## config.mk

```make
export PLATFORM = sky130hd
export DESIGN_NAME = stopwatch_lap_timer
export DESIGN_NICKNAME = d
export VERILOG_FILES = /design/src/rtl/stopwatch_pkg.sv /design/src/rtl/lap_fifo.sv /design/src/rtl/stopwatch_lap_timer.sv
export SDC_FILE = /design/constraint.sdc
export NUM_CORES = 1
export LEC_CHECK = 0
export CAP_MARGIN = 10
export CORE_UTILIZATION = 50
export CTS_CLUSTER_SIZE = 30
export DETAILED_ROUTE_END_ITERATION = 7
export GPL_TIMING_DRIVEN = 0
export MAX_ROUTING_LAYER = met4
export PLACE_DENSITY = 0.68
export SETUP_SLACK_MARGIN = 0.1
export SYNTH_ARGS = -nofsm -noshare
export SYNTH_HDL_FRONTEND = slang
export SYNTH_SLANG_ARGS = --single-unit
```

## constraint.sdc

```tcl
create_clock -name clk_100Hz -period 3.97 [get_ports clk_100Hz]
set_clock_uncertainty 0.15 [all_clocks]
set_input_delay 1.191 -clock clk_100Hz [delete_from_list [all_inputs] [get_ports clk_100Hz]]
set_output_delay 1.191 -clock clk_100Hz [all_outputs]
set_load 0.02 [all_outputs]
```

## src/rtl/stopwatch_pkg.sv

```systemverilog
// Shared types and constants for the stopwatch / countdown core.
package stopwatch_pkg;

  typedef enum logic [1:0] {
    IDLE    = 2'd0,
    RUNNING = 2'd1,
    STOPPED = 2'd2,
    EXPIRED = 2'd3
  } sw_state_e;

  localparam logic [7:0] CS_MAX  = 8'd99;
  localparam logic [7:0] SEC_MAX = 8'd59;
  localparam logic [7:0] MIN_MAX = 8'd59;

  typedef struct packed {
    logic [7:0] h;
    logic [7:0] m;
    logic [7:0] s;
    logic [7:0] cs;
  } sw_time_t;

  // Lap word layout seen by the display/UART side: {h, m, s, cs}.
  function automatic logic [31:0] pack_time(input sw_time_t t);
    return {t.h, t.m, t.s, t.cs};
  endfunction

endpackage

```

## src/rtl/lap_fifo.sv

```systemverilog
// First-word fall-through FIFO for lap captures, with synchronous flush.
module lap_fifo #(
  parameter int DEPTH = 8,
  parameter int WIDTH = 32,
  parameter int CW    = $clog2(DEPTH + 1)
) (
  input  logic             clk,
  input  logic             rst_n,
  input  logic             flush,
  input  logic             push,
  input  logic             pop,
  input  logic [WIDTH-1:0] din,
  output logic [WIDTH-1:0] dout,
  output logic [CW-1:0]    count,
  output logic             valid,
  output logic             full
);
  localparam int AW = $clog2(DEPTH);

  logic [DEPTH-1:0][WIDTH-1:0] mem;
  logic [AW-1:0]               wr_ptr, rd_ptr;
  logic [CW-1:0]               count_nxt;
  logic                        do_push, do_pop;

  assign full    = (count == CW'(DEPTH));
  assign do_pop  = pop && valid;
  // A pop in the same cycle frees the slot, so a full FIFO still accepts.
  assign do_push = push && (!full || do_pop);
  assign dout    = mem[rd_ptr];

  // Occupancy after this cycle's push/pop.
  always_comb begin
    count_nxt = count;
    if (do_push && !do_pop)      count_nxt = count + CW'(1);
    else if (!do_push && do_pop) count_nxt = count - CW'(1);
  end

  // Storage, pointers (wrap naturally, depth is a power of two) and occupancy.
  always_ff @(posedge clk or negedge rst_n) begin
    if (!rst_n) begin
      mem    <= '0;
      wr_ptr <= '0;
      rd_ptr <= '0;
      count  <= '0;
      valid  <= 1'b0;
    end else if (flush) begin
      wr_ptr <= '0;
      rd_ptr <= '0;
      count  <= '0;
      valid  <= 1'b0;
    end else begin
      if (do_push) begin
        mem[wr_ptr] <= din;
        wr_ptr      <= wr_ptr + AW'(1);
      end
      if (do_pop) rd_ptr <= rd_ptr + AW'(1);
      count <= count_nxt;
      valid <= (count_nxt != '0);
    end
  end

endmodule

```

## src/rtl/stopwatch_lap_timer.sv

```systemverilog
// Stopwatch / countdown core: hh:mm:ss:cc counter, run/stop/expire FSM,
// countdown preset with field adjust, and a lap capture FIFO.
module stopwatch_lap_timer
  import stopwatch_pkg::*;
#(
  parameter int HOUR_MAX       = 99,
  parameter int LAP_DEPTH      = 8,
  parameter int CD_DEFAULT_MIN = 1
) (
  input  logic                             clk_100Hz,
  input  logic                             rst_n,
  input  logic                             start,
  input  logic                             stop,
  input  logic                             clear,
  input  logic                             lap,
  input  logic                             sec_inc,
  input  logic                             min_inc,
  input  logic                             hour_inc,
  input  logic                             countdown_mode,
  input  logic                             lap_rd,
  output logic [7:0]                       hours,
  output logic [7:0]                       minutes,
  output logic [7:0]                       seconds,
  output logic [7:0]                       centisec,
  output logic                             running,
  output logic                             expired,
  output logic                             lap_valid,
  output logic [31:0]                      lap_data,
  output logic [$clog2(LAP_DEPTH+1)-1:0]   lap_count,
  output logic                             lap_overflow
);
  localparam int         LCW  = $clog2(LAP_DEPTH + 1);
  localparam logic [7:0] HMAX = 8'(HOUR_MAX);
  localparam sw_time_t   PRESET_RST = '{h: 8'd0, m: 8'(CD_DEFAULT_MIN), s: 8'd0, cs: 8'd0};

  sw_state_e state;
  sw_time_t  live, preset, t_up, t_dn, t_adj;
  logic      mode_prev, mode_edge, live_zero, start_ok, adj_ok;
  logic      lap_push, lap_full;

  assign mode_edge = (countdown_mode != mode_prev);
  assign live_zero = (live == '0);
  // Countdown with nothing left cannot be started; EXPIRED needs an adjust first.
  assign start_ok  = start && (state != RUNNING) && !(countdown_mode && live_zero);
  assign adj_ok    = countdown_mode && (state != RUNNING) && (sec_inc || min_inc || hour_inc);
  assign lap_push  = lap && (state == RUNNING);

  assign hours    = live.h;
  assign minutes  = live.m;
  assign seconds  = live.s;
  assign centisec = live.cs;

  // Count-up successor with carry chain and hour wrap.
  always_comb begin
    t_up = live;
    if (live.cs == CS_MAX) begin
      t_up.cs = '0;
      if (live.s == SEC_MAX) begin
        t_up.s = '0;
        if (live.m == MIN_MAX) begin
          t_up.m = '0;
          t_up.h = (live.h == HMAX) ? '0 : live.h + 8'd1;
        end else t_up.m = live.m + 8'd1;
      end else t_up.s = live.s + 8'd1;
    end else t_up.cs = live.cs + 8'd1;
  end

  // Countdown predecessor with borrow chain; only used when live is non-zero.
  always_comb begin
    t_dn = live;
    if (live.cs != '0) t_dn.cs = live.cs - 8'd1;
    else begin
      t_dn.cs = CS_MAX;
      if (live.s != '0) t_dn.s = live.s - 8'd1;
      else begin
        t_dn.s = SEC_MAX;
        if (live.m != '0) t_dn.m = live.m - 8'd1;
        else begin
          t_dn.m = MIN_MAX;
          t_dn.h = live.h - 8'd1;
        end
      end
    end
  end

  // Independent per-field adjust, no carry between fields.
  always_comb begin
    t_adj = live;
    if (sec_inc)  t_adj.s = (live.s == SEC_MAX) ? '0 : live.s + 8'd1;
    if (min_inc)  t_adj.m = (live.m == MIN_MAX) ? '0 : live.m + 8'd1;
    if (hour_inc) t_adj.h = (live.h == HMAX)    ? '0 : live.h + 8'd1;
  end

  // Main FSM and time register: one action per cycle in priority order.
  always_ff @(posedge clk_100Hz or negedge rst_n) begin
    if (!rst_n) begin
      state     <= IDLE;
      running   <= 1'b0;
      expired   <= 1'b0;
      live      <= '0;
      preset    <= PRESET_RST;
      mode_prev <= 1'b0;
    end else begin
      mode_prev <= countdown_mode;
      expired   <= 1'b0;
      if (clear || mode_edge) begin
        state   <= IDLE;
        running <= 1'b0;
        live    <= countdown_mode ? preset : '0;
      end else if (stop && state == RUNNING) begin
        state   <= STOPPED;
        running <= 1'b0;
      end else if (start_ok) begin
        state   <= RUNNING;
        running <= 1'b1;
      end else if (adj_ok) begin
        live <= t_adj;
        if (state == IDLE) preset <= t_adj;
      end else if (state == RUNNING) begin
        if (!countdown_mode) live <= t_up;
        else if (live_zero) begin
          state   <= EXPIRED;
          running <= 1'b0;
          expired <= 1'b1;
        end else live <= t_dn;
      end
    end
  end

  // Sticky drop flag: a lap hit a full FIFO with no same-cycle pop.
  always_ff @(posedge clk_100Hz or negedge rst_n) begin
    if (!rst_n)     lap_overflow <= 1'b0;
    else if (clear) lap_overflow <= 1'b0;
    else if (lap_push && lap_full && !(lap_rd && lap_valid)) lap_overflow <= 1'b1;
  end

  lap_fifo #(
    .DEPTH (LAP_DEPTH),
    .WIDTH (32),
    .CW    (LCW)
  ) u_lap_fifo (
    .clk   (clk_100Hz),
    .rst_n (rst_n),
    .flush (clear),
    .push  (lap_push),
    .pop   (lap_rd),
    .din   (pack_time(live)),
    .dout  (lap_data),
    .count (lap_count),
    .valid (lap_valid),
    .full  (lap_full)
  );

endmodule

```

# Word level (Yosys, flattened, before mapping)
# Cells that the tools add are included.
dict set report totals {
  regBits 337
  in_bits 11
  output_inout_bits 72
}
dict set report classes {
  addsub 12
  n_lt_le_gt_ge 3
  eq_ne 17
  mux 60
  n_bitwise 4
  n_reduce_logical 46
}
# op n
set ops {}
lappend ops {{two-way mux 32 bit} 10}
lappend ops {{bitwise mux 256 bit} 1}
lappend ops {{binary-select mux 32 bit (select 3 bit)} 1}
lappend ops {{demux 32 bit (select 3 bit)} 1}
lappend ops {{two-way mux 8 bit} 12}
lappend ops {{two-way mux 24 bit} 2}
lappend ops {{adder 8 x 1 -> 8 bit, second input constant} 4}
lappend ops {{zero test 32 bit} 1}
lappend ops {{two-way mux 16 bit} 2}
lappend ops {{subtractor 8 x 1 -> 8 bit, second input constant} 4}
lappend ops {{nonzero test 4 bit} 7}
lappend ops {{nonzero test 8 bit} 3}
lappend ops {{two-way mux 1 bit} 17}
lappend ops {{== test 8 x 6 -> 1 bit, second input constant} 2}
lappend ops {{== test 8 x 7 -> 1 bit, second input constant} 2}
lappend ops {{logical AND 1 bit} 14}
lappend ops {{two-way mux 2 bit} 7}
lappend ops {{two-way mux 3 bit} 4}
lappend ops {{two-way mux 4 bit} 3}
lappend ops {{!= test 4 x 3 -> 1 bit, second input constant} 3}
lappend ops {{AND reduction 10 bit} 1}
lappend ops {{AND reduction 5 bit} 2}
lappend ops {{< comparator 3 x 4 -> 1 bit, second input constant} 2}
lappend ops {{!= test 4 x 2 -> 1 bit, second input constant} 2}
lappend ops {{20 further kinds} 35}

# Logic depth before layout (Yosys ltp)
# Gate-level depths: netlist of the first run.
dict set report logic_depth {
  word_depth 11
  depth_mapped 12
  ltp_nobuf 8
}

# Modules after synthesis
# Synthesis of the first run repeated with hierarchy kept, for this count alone.
dict set report hier_totals {
  hier_cells 1364
  hier_area_um2 17518.1
}
# module instances cells_each area_per_inst_um2
set by_module_without_submodules {}
lappend by_module_without_submodules {lap_fifo 1 730 12223.0}
lappend by_module_without_submodules {stopwatch_lap_timer 1 634 5295.1}

# Worst setup path before layout of the first run
# No wires, ideal clock.
dict set report synth_timing {
  path_kind {input to register}
  from {input lap_rd}
  to {register u_lap_fifo.mem[139] (netlist bit)}
  setup_time_ps 125
  t_arrival_ps 3395
  slack_ps 301
  stages 8
  n_path_buf 3
  path_cell_list {and2_1 -> clkbuf_1 -> o31ai_1 -> nor3_1 -> nand3b_1 -> clkbuf_1 -> buf_1 -> mux2_2}
}
dict set report synth_via {
  elab_chain_len 4
}
# element line_no
set synth_rtl {}
lappend synth_rtl {{start, declared} stopwatch_lap_timer.sv:20} ;# input logic lap_rd,
lappend synth_rtl {{logical AND 1 bit} lap_fifo.sv:26} ;# assign do_pop = pop && valid;
lappend synth_rtl {{logical OR 1 bit} lap_fifo.sv:28} ;# assign do_push = push && (!full || do_pop);
lappend synth_rtl {{logical AND 1 bit} lap_fifo.sv:28}
lappend synth_rtl {{AND reduction 2 bit (no line)} n/a}
lappend synth_rtl {{end signal, assigned by index} lap_fifo.sv:53} ;# mem[wr_ptr] <= din;
lappend synth_rtl {{end, declared} lap_fifo.sv:20} ;# logic [DEPTH-1:0][WIDTH-1:0] mem;
# Every way passes these cells.
# A chain may end at the register's enable or synchronous reset.

# Worst setup path after layout of the first run
dict set report layout_timing {
  from {register u_lap_fifo.rd_ptr[0]}
  to {output lap_data[10]}
}
dict set report layout_via {
  elab_chain_len 2
}
# element line_no
set layout_rtl {}
lappend layout_rtl {{start, declared} lap_fifo.sv:21} ;# logic [AW-1:0] wr_ptr, rd_ptr;
lappend layout_rtl {{start signal, assigned} lap_fifo.sv:56} ;# if (do_pop) rd_ptr <= rd_ptr + AW'(1);
lappend layout_rtl {{binary-select mux 32 bit (select 3 bit)} lap_fifo.sv:29} ;# assign dout = mem[rd_ptr];
lappend layout_rtl {{two-way mux 32 bit (not written as such)} lap_fifo.sv:29}
lappend layout_rtl {{end, declared} stopwatch_lap_timer.sv:28} ;# output logic [31:0] lap_data,
# Every way passes these cells. The select of a mux whose other input is x is not followed.

==> metrics, run 1 <==
outcome finished, final reports clean; wire length per cell after detailed routing 23.04 um; maximum number of pins on one net before global-route repair 113; crit share post-route 96.84%; main flop type after synthesis sky130_fd_sc_hd__dfrtp_1; sink count of the clock tree 337; final hold slack 0.3260 ns; layout-stage area growth over the synthesis result 17.85%; crit path kind flop to output port; top cell types by occurrence after synthesis sky130_fd_sc_hd__dfrtp_1, sky130_fd_sc_hd__mux2_2, sky130_fd_sc_hd__nand2_1; post-synthesis async set-or-reset flop share 100.0%; critical path capture point type output port; worst supply voltage drop on vdd 338.7 uV; number of distinct library cells after synthesis 75; maximum operating frequency 260.1 MHz; number of H-tree levels 2; number of synthesized flops with an enable pin 0; remaining routing DRC violations 0; leftover overflow at the end of global routing 0; max-slew headroom at the worst pin 38.57%; Post-Route Setup TNS 0 ns; sequential area share after synthesis 49.36%; wire length of the first global-routing pass 74570 um; number of max-capacitance violations reported 0; ratio of total power to cell area 553.2 nW/um2; Final setup viols 0; kind of start point of the critical path flop; Num CTS Buffers 38; number of antenna diodes 0; CTS tree built; Initial DRC Count 922; Die Area 34920 um2; Data arrival, critical path 2.50 ns; GRT Total Usage 28.42%; width of the die 186.9 um; Final #Nets 1595; largest cells by area after synthesis sky130_fd_sc_hd__dfrtp_1, sky130_fd_sc_hd__mux2_2, sky130_fd_sc_hd__mux4_2; leakage power figure 9.169 nW; maximum count of clock buffers along a single path 3; path class of the lowest-slack min-delay path flop to flop; cell taking the most area after synthesis sky130_fd_sc_hd__dfrtp_1; RSZ-0062 raised after global routing true; DIE HEIGHT 186.9 um; via-per-instance ratio 6.103; Synth Net Count 1461; pre-CTS worst setup slack -1.050 ns; clock-pin slew on the worst setup and hold paths 0.06 ns; clock latency reported for the late side of the worst-skew pair 0.53 ns; number of warnings printed during yosys synthesis 0; time the worst path needs with I/O delays and setup 3.844 ns; maximum fanout along the worst path 10; proportion of layout cells with a drive suffix above 1 29.83%; post-detail-place hpwl 31960 um; routability-driven placement congestion ratio 0.9395; setup slack of the critical path after layout 0.1256 ns; core box area 33620 um2; Slew @ Worst Pin 0.9215 ns; most common cell in the netlist sky130_fd_sc_hd__dfrtp_1; Synth Register Bits 337; via count of the first global-routing pass 12520; area share of the largest cell type after synthesis 49.21%; Total Routed Length 47160 um; IO Port Bufs 79; minimum setup slack among reg-to-reg paths 0.20 ns; CP Data Required Time 2.63 ns; Cell Area, Synth 17090 um2; Std-Cell Rows 67; IO Count 83; total count of hold-check failures in the final report 0; Starting Density 50.83%; Avg Synthesized Cell Area 11.90 um2; count of pins over their slew limit 0; number of detailed-routing iterations run before antenna repair 6; Synth Instances 1436; antenna violations before repair 0; Root Driver sky130_fd_sc_hd__clkbuf_16; final antenna-violating net count 0; Vias 12490
stage by stage:
| step | util (%) | cell area (um2) | instances | power [mW] |
|---|---|---|---|---|
| global route | 59.91 | 20140 | 2047 | 11.66 |
| detailed placement | 55.11 | 18530 | 1966 | 7.459 |
| finish | 59.91 | 20140 | 2047 | 11.14 |
| floorplan | - | 17090 | 1436 | 6.212 |
| CTS | 59.60 | 20030 | 2042 | 11.11 |
| global placement | 54.85 | 18440 | 1963 | 7.409 |
layout make-up:
class | count | area [um2]
fill | 2686 | 13480
sequential | 337 | 8434
multi-input combinational | 942 | 8073
clock buffer | 59 | 1110
timing repair buffer | 94 | 958.4
buffer | 134 | 747.0
tap | 448 | 560.5
clock inverter | 10 | 168.9
inverter | 23 | 86.33
metal layers:
layer | GRT usage [%] | routed length (um)
met5 | - | 0
met4 | 8.575 | 1404
met3 | 3.358 | 3123
met2 | 43.81 | 21950
met1 | 39.74 | 20690
report_power, final:
group          internal [mW]  switching (mW)
clock network           2.19            1.41
registers               3.76           0.293
logic                   1.45            2.03
total                   7.40            3.74
flip-flops by register name (all words and copies together), names as in the netlist:
signal	cells
centisec	8
preset	32
u_lap_fifo.mem	256
seconds	8
lap_overflow	1
u_lap_fifo.count	4
expired	1
hours	8
minutes	8
running	1
mode_prev	1
u_lap_fifo.valid	1
state	2
u_lap_fifo.wr_ptr	3
u_lap_fifo.rd_ptr	3
cells in the final DEF, fill, tap and decap left out, drive strengths merged, types with 5 or more instances in the layout:
cell | netlist | routed
dfrtp | 336 | 336
mux2 | 249 | 249
clkbuf | 112 | 170
nand2 | 153 | 153
o21ai | 122 | 122
mux4 | 64 | 64
clkdlybuf4s50 | 0 | 46
nor2 | 46 | 46
a21oi | 39 | 39
buf | 22 | 39
dlygate4sd2 | 0 | 28
inv | 21 | 23
nor3 | 22 | 22
nand3 | 21 | 21
xor2 | 18 | 18
xnor2 | 16 | 16
mux2i | 16 | 16
ha | 14 | 14
nand4 | 12 | 12
a31oi | 9 | 9
nand3b | 8 | 8
or3 | 8 | 8
a221oi | 8 | 8
nor2b | 6 | 6
o211ai | 6 | 6
a22oi | 6 | 6
nor3b | 6 | 6
clkinv | 2 | 6
a41oi | 5 | 5
nand2b | 5 | 5
a32oi | 5 | 5
o221ai | 5 | 5
a221o | 5 | 5
nor4 | 5 | 5
kinds of logic after synthesis:
kind of cell	count (synthesis)	synth area share [%]
AOI/OAI and AO/OA	246	8.948
DFF	337	49.36
adders and majority gates	14	1.025
and+or+nand+nor	319	9.219
buffers and inverters	157	3.771
xor gates and xnor gates	34	1.743
muxes	329	25.94
worst max-delay path: stages, from the launching register on:
cell and delay, ns:
sky130_fd_sc_hd__dfrtp_1 0.44, sky130_fd_sc_hd__clkbuf_16 0.22, sky130_fd_sc_hd__buf_12 0.18, sky130_fd_sc_hd__mux4_2 0.53, sky130_fd_sc_hd__mux2_2 0.32, sky130_fd_sc_hd__clkdlybuf4s15_1 0.29
final timing paths:
path,from,end,cells after the start
max,u_lap_fifo.rd_ptr[0],lap_data[10],5
min,u_lap_fifo.mem[0],u_lap_fifo.mem[0],2
max reg2reg,minutes[0],hours[4],12
min reg2reg,u_lap_fifo.mem[0],u_lap_fifo.mem[0],2
max in group asynchronous,rst_n,u_lap_fifo.mem[30],3
min in group asynchronous,rst_n,centisec[5],1
what timing repair did:
action / 4_1_cts / 5_1_grt
pin swaps: 3 / 0
endpoints found under the setup margin: 281 / 195
setup buffers: 7 / 5
gates resized for setup: 120 / 44
hold buffers: 0 / 0
Power figures use the tool's default switching activity.
==> inputs of run 2 (changes only) <==
Settings changed: CORE_MARGIN set to 10.
==> run 2 against run 1 <==
Non-clock buffer count grew 2. Final cell count about the same. Sequential cell count stayed put.
==> metrics, run 2 (synthesis gave the netlist of run 1 again) <==
DP Area 18530 um2 (unchanged); width of the die 204.9 um (+9.6%); Root Driver sky130_fd_sc_hd__clkbuf_16; remaining routing DRC violations 0 (unchanged); number of max-capacitance violations reported 0 (unchanged); routability-driven placement congestion ratio 0.9572 (+1.9%); RSZ-0062 raised after global routing true; maximum operating frequency 262.5 MHz (+0.91%); origin of the critical flop-to-flop path minutes[1]; proportion of layout cells with a drive suffix above 1 31.00% (+1.2 points); Final #Nets 1596 (+0.063%); maximum number of pins on one net before global-route repair 126 (+12%); setup slack of the critical path after layout 0.1604 ns (+0.03486 ns); leftover overflow at the end of global routing 0 (unchanged); maximum fanout along the worst path 10 (unchanged); via-per-instance ratio 6.039 (-1.0%); CTS tree built; clock-pin slew on the worst setup and hold paths 0.06 ns (about the same); Num CTS Buffers 37 (-2.6%); # placed instances 1966 (unchanged); max-slew headroom at the worst pin 47.33% (+8.8 points); Initial DRC Count 961 (+4.2%); via count of the first global-routing pass 12500 (-0.12%); IO Port Bufs 79 (unchanged); wire length per cell after detailed routing 23.21 um (+0.74%); number of detailed-routing iterations run before antenna repair 5 (-1); Total Routed Length 47540 um (+0.79%); total count of hold-check failures in the final report 0 (unchanged); final antenna-violating net count 0 (unchanged); post-detail-place hpwl 33050 um (+3.4%); CP Data Required Time 4.24 ns (+1.61 ns); flip-flop count of the largest register after layout 256 (unchanged); number of hold buffers added after cts 0 (unchanged); Final setup viols 0 (unchanged); critical path capture point type flop; Std-Cell Rows 67 (unchanged); clock latency reported for the late side of the worst-skew pair 0.53 ns (about the same); IO Count 83 (unchanged); crit share post-route 95.96% (-0.88 points); number of antenna diodes 0 (unchanged); register with the most flip-flops u_lap_fifo.mem; time the worst path needs with I/O delays and setup 3.810 ns (-0.03486 ns); layout-stage area growth over the synthesis result 17.52%; post-route non-filler standard cell count 2048 (+0.049%); pre-CTS worst setup slack -1.079 ns (-0.02819 ns); sink count of the clock tree 337 (unchanged); antenna violations before repair 0 (unchanged); ratio of total power to cell area 550.1 nW/um2 (-0.55%); leakage power figure 9.131 nW (-0.41%); wire length of the first global-routing pass 74690 um (+0.17%); GRT Total Usage 23.49% (-4.9 points); core box area 33620 um2 (unchanged); Data arrival, critical path 4.08 ns (+1.58 ns); crit path kind primary input to flop; number of H-tree levels 2 (unchanged); launching instance or port of the critical path lap_rd; path class of the lowest-slack min-delay path flop to flop; launch instance of the worst min-delay path u_lap_fifo.mem[76]; commonest non-fill, non-tap cell in the layout sky130_fd_sc_hd__dfrtp_1; maximum count of clock buffers along a single path 3 (unchanged); Post-Route Setup TNS 0 ns (unchanged); count of pins over their slew limit 0 (unchanged); final instance area 20080 um2 (-0.28%); Vias 12370 (-1.0%); outcome finished, final reports clean; Largest regs u_lap_fifo.mem: 256 flops, preset: 32 flops; Die Area 41970 um2 (+20%); Slew @ Worst Pin 0.7901 ns (-0.1314 ns); highest-count cells in the layout ignoring fill and taps sky130_fd_sc_hd__dfrtp_1, sky130_fd_sc_hd__mux2_2, sky130_fd_sc_hd__nand2_1; worst supply voltage drop on vdd 416.6 uV (+23%); DIE HEIGHT 204.9 um (+9.6%); Starting Density 50.83% (unchanged); kind of start point of the critical path primary input
run 2: area by class of cell:
| class | count | area [um2] |
|---|---|---|
| Sequential cell | 337 | 8434 |
| Clock buffer | 53 | 1086 |
| Buffer | 134 | 740.7 |
| Fill cell | 2689 | 13530 |
| Timing Repair Buffer | 96 | 942.2 |
| Inverter | 23 | 90.09 |
| Clock inverter | 15 | 161.4 |
| Tap cell | 448 | 560.5 |
| Multi-Input combinational cell | 942 | 8066 |
run 2: repair_timing:
item	4_1_cts	5_1_grt
resized for setup	122	73
buffers inserted	7	7
pin swaps	2	0
setup endpoints to repair	283	212
run 2: path summary, 6_finish.rpt:
check,end,slack [ns],cells after the start
setup reg to reg,hours[0],0.23,12
max in group asynchronous,u_lap_fifo.mem[122],1.88,3
setup / recovery,u_lap_fifo.mem[222],0.16,8
hold reg to reg,u_lap_fifo.mem[76],0.33,2
min in group asynchronous,expired,0.44,1
hold / removal,u_lap_fifo.mem[76],0.33,2
run 2: critical path: stages:
cell,delay [ns]
sky130_fd_sc_hd__clkdlybuf4s50_1,0.41
sky130_fd_sc_hd__and2_1,0.16
sky130_fd_sc_hd__clkbuf_1,0.20
sky130_fd_sc_hd__o31ai_2,0.61
sky130_fd_sc_hd__nor3_2,0.15
sky130_fd_sc_hd__nand3_2,0.32
sky130_fd_sc_hd__clkbuf_1,0.62
sky130_fd_sc_hd__mux2_2,0.41
run 2: metal layers:
metal  vias up  part of all wire [%]  GRT usage, %
met1      6424                    44         31.64
met3        86                   5.6         3.633
met5         -                     0             -
met2       356                    47         36.20
li1       5501                     -             -
met4         0                   2.6         7.088
run 2: power breakdown:
group,internal [mW],switching [mW],total (mW)
combinational,1.47,2.05,3.52
clock,2.05,1.43,3.48
sequential,3.76,0.290,4.05
run 2: metrics by stage:
| step | power, mW | hold WS, ns | utilization (%) |
|---|---|---|---|
| finish | 11.05 | 0.3269 | 59.74 |
| global route | 11.58 | 0.3476 | 59.74 |
| CTS | 11.01 | 0.3293 | 59.46 |
| detailed placement | 7.491 | 0.3164 | 55.11 |
| global placement | 7.449 | 0.3078 | 54.85 |
| floorplan | 6.212 | 0.2946 | - |
